===== src/rtl/fir_pkg.sv =====
// Shared constants and helpers for the fir filter and its post-decimation stage.
package fir_pkg;

    localparam int FIR_IN_W = 19;
    localparam int FIR_X_W  = 8;

    // Clamp an unsigned value to the largest number representable in 'width' bits.
    function automatic logic [31:0] sat_u(input logic [31:0] value, input int unsigned width);
        logic [31:0] max_v;
        max_v = (width >= 32) ? '1 : ((32'd1 << width) - 32'd1);
        return (value > max_v) ? max_v : value;
    endfunction

endpackage


===== src/rtl/fir_post_decim_if.sv =====
// Stream interface of fir_post_decim: FIR sample input, ready/valid output, status.
interface fir_post_decim_if
    import fir_pkg::*;
#(
    parameter int IN_W  = FIR_IN_W,
    parameter int OUT_W = FIR_X_W,
    parameter int DEPTH = 4
);
    localparam int CNT_W = $clog2(DEPTH) + 1;

    logic              io_valid_in;
    logic [IN_W-1:0]   io_y;
    logic              io_valid_out;
    logic              io_ready;
    logic [OUT_W-1:0]  io_data;
    logic              io_overflow;
    logic [CNT_W-1:0]  io_count;

    modport master (
        output io_valid_in, io_y, io_ready,
        input  io_valid_out, io_data, io_overflow, io_count
    );

    modport slave (
        input  io_valid_in, io_y, io_ready,
        output io_valid_out, io_data, io_overflow, io_count
    );

endinterface


===== src/rtl/fir_post_fifo.sv =====
// Synchronous FIFO with occupancy count; head is shown combinationally, no bypass.
module fir_post_fifo
    import fir_pkg::*;
#(
    parameter int WIDTH = FIR_X_W,
    parameter int DEPTH = 4
) (
    input  logic                     clock,
    input  logic                     reset,
    input  logic                     push_i,
    input  logic                     pop_i,
    input  logic [WIDTH-1:0]         data_i,
    output logic [WIDTH-1:0]         data_o,
    output logic                     full_o,
    output logic                     empty_o,
    output logic [$clog2(DEPTH):0]   count_o
);
    localparam int AW = $clog2(DEPTH);

    logic [WIDTH-1:0] mem_q [DEPTH];
    logic [AW-1:0]    rd_q, wr_q;
    logic [AW:0]      cnt_q;
    logic             do_push, do_pop;

    assign full_o  = (cnt_q == (AW+1)'(DEPTH));
    assign empty_o = (cnt_q == '0);
    // A pop frees the slot the simultaneous push needs, so full + pop still accepts.
    assign do_pop  = pop_i && !empty_o;
    assign do_push = push_i && (!full_o || do_pop);
    assign count_o = cnt_q;
    assign data_o  = empty_o ? '0 : mem_q[rd_q];

    // NOTE: storage is not reset; empty masks stale entries, keeping data_o at 0 after reset.
    always_ff @(posedge clock) begin
        if (do_push) mem_q[wr_q] <= data_i;
    end

    // NOTE: sequential state uses non-blocking assignments so every register samples pre-edge values.
    always_ff @(posedge clock or negedge reset) begin
        if (!reset) begin
            rd_q  <= '0;
            wr_q  <= '0;
            cnt_q <= '0;
        end else begin
            if (do_push) wr_q <= wr_q + AW'(1);
            if (do_pop)  rd_q <= rd_q + AW'(1);
            case ({do_push, do_pop})
                2'b10:   cnt_q <= cnt_q + (AW+1)'(1);
                2'b01:   cnt_q <= cnt_q - (AW+1)'(1);
                default: cnt_q <= cnt_q;
            endcase
        end
    end

endmodule


===== src/rtl/fir_post_decim.sv =====
// Integrate-and-dump decimator behind the fir filter: sums DECIM samples, scales,
// saturates and queues results. Define FIR_POST_ROUND_EN for round-half-up scaling.
module fir_post_decim
    import fir_pkg::*;
#(
    parameter int IN_W  = FIR_IN_W,
    parameter int OUT_W = FIR_X_W,
    parameter int DECIM = 4,
    parameter int SHIFT = 11,
    parameter int DEPTH = 4
) (
    input  logic             clock,
    input  logic             reset,
    fir_post_decim_if.slave  bus
);
    localparam int LOG_D = $clog2(DECIM);
    localparam int ACC_W = IN_W + LOG_D;
    localparam int TS    = LOG_D + SHIFT;
    localparam int CNT_W = $clog2(DEPTH) + 1;

    logic [ACC_W-1:0] acc_q, acc_d, sum;
    logic [LOG_D-1:0] phase_q, phase_d;
    logic [OUT_W-1:0] res_q, res_d, sat_val;
    logic             res_vld_q, res_vld_d;
    logic             ovf_q, ovf_d;
    logic [ACC_W:0]   scaled;
    logic             last;
    logic             pop;
    logic             fifo_full, fifo_empty;
    logic [OUT_W-1:0] fifo_data;
    logic [CNT_W-1:0] fifo_count;

    assign sum  = acc_q + ACC_W'(bus.io_y);
    assign last = bus.io_valid_in && (phase_q == LOG_D'(DECIM - 1));

`ifdef FIR_POST_ROUND_EN
    assign scaled = ({1'b0, sum} + ((ACC_W+1)'(1) << (TS - 1))) >> TS;
`else
    assign scaled = {1'b0, sum} >> TS;
`endif
    assign sat_val = OUT_W'(sat_u(32'(scaled), OUT_W));

    assign pop = !fifo_empty && bus.io_ready;

    // NOTE: every always_comb output gets a default first so no path can infer a latch.
    always_comb begin
        acc_d     = acc_q;
        phase_d   = phase_q;
        res_d     = res_q;
        res_vld_d = 1'b0;
        ovf_d     = ovf_q;
        if (bus.io_valid_in) begin
            if (last) begin
                acc_d     = '0;
                phase_d   = '0;
                res_d     = sat_val;
                res_vld_d = 1'b1;
            end else begin
                acc_d   = sum;
                phase_d = phase_q + LOG_D'(1);
            end
        end
        if (res_vld_q && fifo_full && !pop) ovf_d = 1'b1;
    end

    always_ff @(posedge clock or negedge reset) begin
        if (!reset) begin
            acc_q     <= '0;
            phase_q   <= '0;
            res_q     <= '0;
            res_vld_q <= 1'b0;
            ovf_q     <= 1'b0;
        end else begin
            acc_q     <= acc_d;
            phase_q   <= phase_d;
            res_q     <= res_d;
            res_vld_q <= res_vld_d;
            ovf_q     <= ovf_d;
        end
    end

    fir_post_fifo #(
        .WIDTH (OUT_W),
        .DEPTH (DEPTH)
    ) u_fifo (
        .clock   (clock),
        .reset   (reset),
        .push_i  (res_vld_q),
        .pop_i   (pop),
        .data_i  (res_q),
        .data_o  (fifo_data),
        .full_o  (fifo_full),
        .empty_o (fifo_empty),
        .count_o (fifo_count)
    );

    assign bus.io_valid_out = !fifo_empty;
    assign bus.io_data      = fifo_data;
    assign bus.io_count     = fifo_count;
    assign bus.io_overflow  = ovf_q;

endmodule

===== src/flat_wrapper.sv =====
// flat-port wrapper written by rule: the top's interface ports become plain ports
module fir_post_decim_flat import fir_pkg::*;
#(
    parameter int IN_W  = FIR_IN_W,
    parameter int OUT_W = FIR_X_W,
    parameter int DECIM = 4,
    parameter int SHIFT = 11,
    parameter int DEPTH = 4
)
  (clock, reset, bus_io_valid_in, bus_io_y, bus_io_ready, bus_io_valid_out, bus_io_data, bus_io_overflow, bus_io_count);
  fir_post_decim_if #(.IN_W(IN_W), .OUT_W(OUT_W), .DEPTH(DEPTH)) bus_i ();
  input  logic clock;
  input  logic reset;
  input wire logic [$bits(bus_i.io_valid_in)-1:0] bus_io_valid_in;
  input wire logic [$bits(bus_i.io_y)-1:0] bus_io_y;
  input wire logic [$bits(bus_i.io_ready)-1:0] bus_io_ready;
  output wire logic [$bits(bus_i.io_valid_out)-1:0] bus_io_valid_out;
  output wire logic [$bits(bus_i.io_data)-1:0] bus_io_data;
  output wire logic [$bits(bus_i.io_overflow)-1:0] bus_io_overflow;
  output wire logic [$bits(bus_i.io_count)-1:0] bus_io_count;
  assign bus_i.io_valid_in = bus_io_valid_in;
  assign bus_i.io_y = bus_io_y;
  assign bus_i.io_ready = bus_io_ready;
  assign bus_io_valid_out = bus_i.io_valid_out;
  assign bus_io_data = bus_i.io_data;
  assign bus_io_overflow = bus_i.io_overflow;
  assign bus_io_count = bus_i.io_count;
  fir_post_decim #(.IN_W(IN_W), .OUT_W(OUT_W), .DECIM(DECIM), .SHIFT(SHIFT), .DEPTH(DEPTH)) u_core (.clock(clock), .reset(reset), .bus(bus_i));
endmodule

===== config.mk =====
export PLATFORM = sky130hd
export DESIGN_NAME = fir_post_decim_flat
export DESIGN_NICKNAME = d
export VERILOG_FILES = /design/src/rtl/fir_pkg.sv /design/src/rtl/fir_post_decim_if.sv /design/src/rtl/fir_post_fifo.sv /design/src/rtl/fir_post_decim.sv /design/src/flat_wrapper.sv
export SDC_FILE = /design/constraint.sdc
export NUM_CORES = 1
export LEC_CHECK = 0
export CORE_AREA = 2 2 113 88
export DETAILED_ROUTE_END_ITERATION = 8
export DIE_AREA = 0 0 115 90
export PLACE_DENSITY = 0.66
export SLEW_MARGIN = 20
export SYNTH_ARGS = -nofsm -noshare
export SYNTH_HDL_FRONTEND = slang
export SYNTH_SLANG_ARGS = --single-unit

===== constraint.sdc =====
create_clock -name clock -period 4.96 [get_ports clock]
set_clock_uncertainty 0.2 [all_clocks]
set_input_delay 0.496 -clock clock [delete_from_list [all_inputs] [get_ports clock]]
set_output_delay 0.496 -clock clock [all_outputs]
set_load 0.05 [all_outputs]

==> run metrics <==
status=completed; Max Slew Vio Count=0; area grow syn2layout=18.1%; CTS tree=done; Worst VDD drop=0.207 mV; final period utilization=64.7%; share of the synthesized area in the top cell type=24.8%; dpl hpwl=6060 um; cells on worst reg2reg path=8; R2R Path Start=u_core.acc_q[0]$_DFFE_PN0P_; I/O pin count=36; Critical Path Start Type=flop; Nets=431; CP peak stage delay=0.72 ns; Die Area=10,400 um^2; GRT Total Usage=17.4%; Async SR Flop Fraction=55.6%; Worst-Margin Slew=0.923 ns; Synth Cell Area=4040 um^2; setup TNS=0 ns; core area=9310 um^2; DRT Pass-1 Iters=4; I/O Buffers=35; Syn Nets=401; ys flop type=dfrtp_1; Post-CTS Setup Inserts=0; global-route wire length before repair=14,100 um; GP Congestion=0.870; Synth area leader=dfrtp_1; Fin. Hold Viols=0; die width=115 um; drt drc=0; CP Data Required Time=4.26 ns; total power=3.27 mW; Die Height=90 um; Iter 0 DRT Violations=148; unrepaired setup endpoints after global routing=false; clk slew on worst S/H paths=0.06 ns; layout cells sized above 1=11.7%; WS Path Type=reg2out; leak pwr=1.94 nW; CTS Sinks=72; Setup violations, final=0; initial antenna violation count=0; r2r setup slk=2.31 ns; Worst Hold Class=in2async; R2R Path End=u_core.res_q[7]$_DFFE_PN0P_; drt via density=5.58; Rel. slew slack=38.5%; yosys warns=0; fraction of the yosys area taken by sequential cells=48.6%; Skew-Pair Late Insertion Delay=0.33 ns; Max H-tree Level=3; PostCTS Resize Cnt=0; Synth Instances=351; post-route ant nets=0; crit path capture type=output port; vias in the first global route=2,845; grt ovf=0; CP Max Fanout=10; initial core utilization=43.3%; root buffer selected by CTS=clkbuf_16; diode count=0; max frequency=312 MHz; TritonCTS Buffers=9; maxcap violations=0; Routed WL per cell=16.4 um; Unique masters post-synth=61; synth top area cells=dfrtp_1, edfxtp_1, ha_1, mux4_2, nand2_1; Synth Register Bits=72; number of synthesized flops with an enable pin=32; synthesized area per cell=11.5 um^2; Worst EP arrival=2.51 ns; critical path's slowest cell=dfrtp_1; vias post-DR=2,798; CTS max path bufs=2; Post-Route WL=8220 um; largest net degree at the start of global routing=41; row cnt=31; PwrDens=685 nW/um^2; Post-CTS Hold Buffers=0; final worst path period need=3.21 ns; critical-path cell list=mux4_2, and2_1, clkdlybuf4s50_1
[per-stage QoR]
| stage | instance area (um^2) | setup slack [ns] | hold WS [ns] | std cells | util [%] |
|---|---|---|---|---|---|
| 6_report | 4760 | 1.75 | 0.0799 | 501 | 51.2 |
| 5_1_grt | 4760 | 1.64 | 0.190 | 501 | 51.2 |
| 2_1_floorplan | 4040 | 2.03 | 0.000409 | 351 | - |
| 4_1_cts | 4760 | 1.67 | 0.139 | 501 | 51.2 |
| 3_5_place_dp | 4440 | 1.75 | 0.273 | 485 | 47.7 |
| 3_3_place_gp | 4440 | 1.78 | 0.261 | 485 | 47.7 |
[sequential cells by signal (all words and copies together), names as in the netlist]
register,count
u_core.phase_q,2
u_core.bus.io_overflow,1
u_core.acc_q,21
u_core.u_fifo.count_o,3
u_core.u_fifo.rd_q,2
u_core.res_q,8
u_core.u_fifo.wr_q,2
u_core.res_vld_q,1
u_core.u_fifo.mem_q,32
[kinds of logic after synthesis]
family | Yosys count | synth area share [%]
flip-flops | 72 | 48.6
buffers and inverters | 30 | 3.29
adder cells (fa/ha/maj) | 27 | 8.74
multiplexers | 14 | 6.02
AND/OR/NAND/NOR | 101 | 12.9
AO/OA/AOI/OAI | 87 | 16.1
XOR/XNOR | 20 | 4.34
[area by class of cell]
cell class	count	area (um^2)
well taps	115	144
clock buffers	10	229
multi-input cells	249	1940
fillers	812	4540
inverters	14	52.6
repair buffers	35	345
flip-flops and latches	72	1960
clock inverters	6	91.3
[how the worst max path moves through the flow]
stage | start | to
final | u_core.u_fifo.rd_q[0]$_DFFE_PN0N_ | bus_io_data[2]
after global routing | u_core.u_fifo.rd_q[0]$_DFFE_PN0N_ | bus_io_data[2]
after CTS | u_core.u_fifo.rd_q[0]$_DFFE_PN0N_ | bus_io_data[2]
after detailed placement | bus_io_y[0] | u_core.res_q[5]$_DFFE_PN0P_
after global placement | bus_io_y[0] | u_core.res_q[7]$_DFFE_PN0P_
after floorplan | u_core.u_fifo.count_o[0]$_DFFE_PN0P_ | u_core.u_fifo.count_o[2]$_DFFE_PN0P_
[critical path, delay by kind of cell, from the launching register on]
kind | cells | cell delay [ns]
flip-flops | 1 | 0.72
buffers and inverters | 1 | 0.70
multiplexers | 1 | 0.58
AND/OR/NAND/NOR | 1 | 0.17
[where the power goes]
part	total [mW]	internal [mW]	leakage [nW]	switching, mW
Clock	0.696	0.443	0.154	0.253
Combinational	1.57	0.661	1.01	0.906
Sequential	1.00	0.838	0.781	0.165
Total	3.27	1.94	1.94	1.32
[layer usage]
metal | track usage (%) | routed length, um | up-vias | share of wire [%]
met5 | 0 | 0 | - | 0
met4 | 5.92 | 124 | 0 | 1.5
met3 | 3.71 | 291 | 10 | 3.5
met2 | 25.6 | 3680 | 44 | 45
met1 | 25.5 | 4120 | 1367 | 50
li1 | - | - | 1377 | -
[cell usage in the layout (no fill, tap or decap), types with 13 or more instances in the layout]
cell,count
a21oi_1,18
and2_1,14
clkdlybuf4s50_1,34
dfrtp_1,40
edfxtp_1,32
ha_1,25
inv_1,13
nand2_1,33
nor2_1,18
o21ai_0,13
[cell usage after synthesis (all sizes together), types with 3 or more instances]
cell type  count
nor2          18
dfrtp         40
mux2i          4
buf            6
nor2b          4
edfxtp        32
and2          14
o21ai         13
mux4           8
a31oi          4
ha            25
xnor2          9
nand3          8
clkbuf        10
xor2          11
a32oi          3
nand4          6
a21o          10
nand2         34
o31ai          4
a211oi         4
nor3           6
a21oi         19
a22o           9
inv           13
a31o           5
Power figures use the tool's default switching activity.
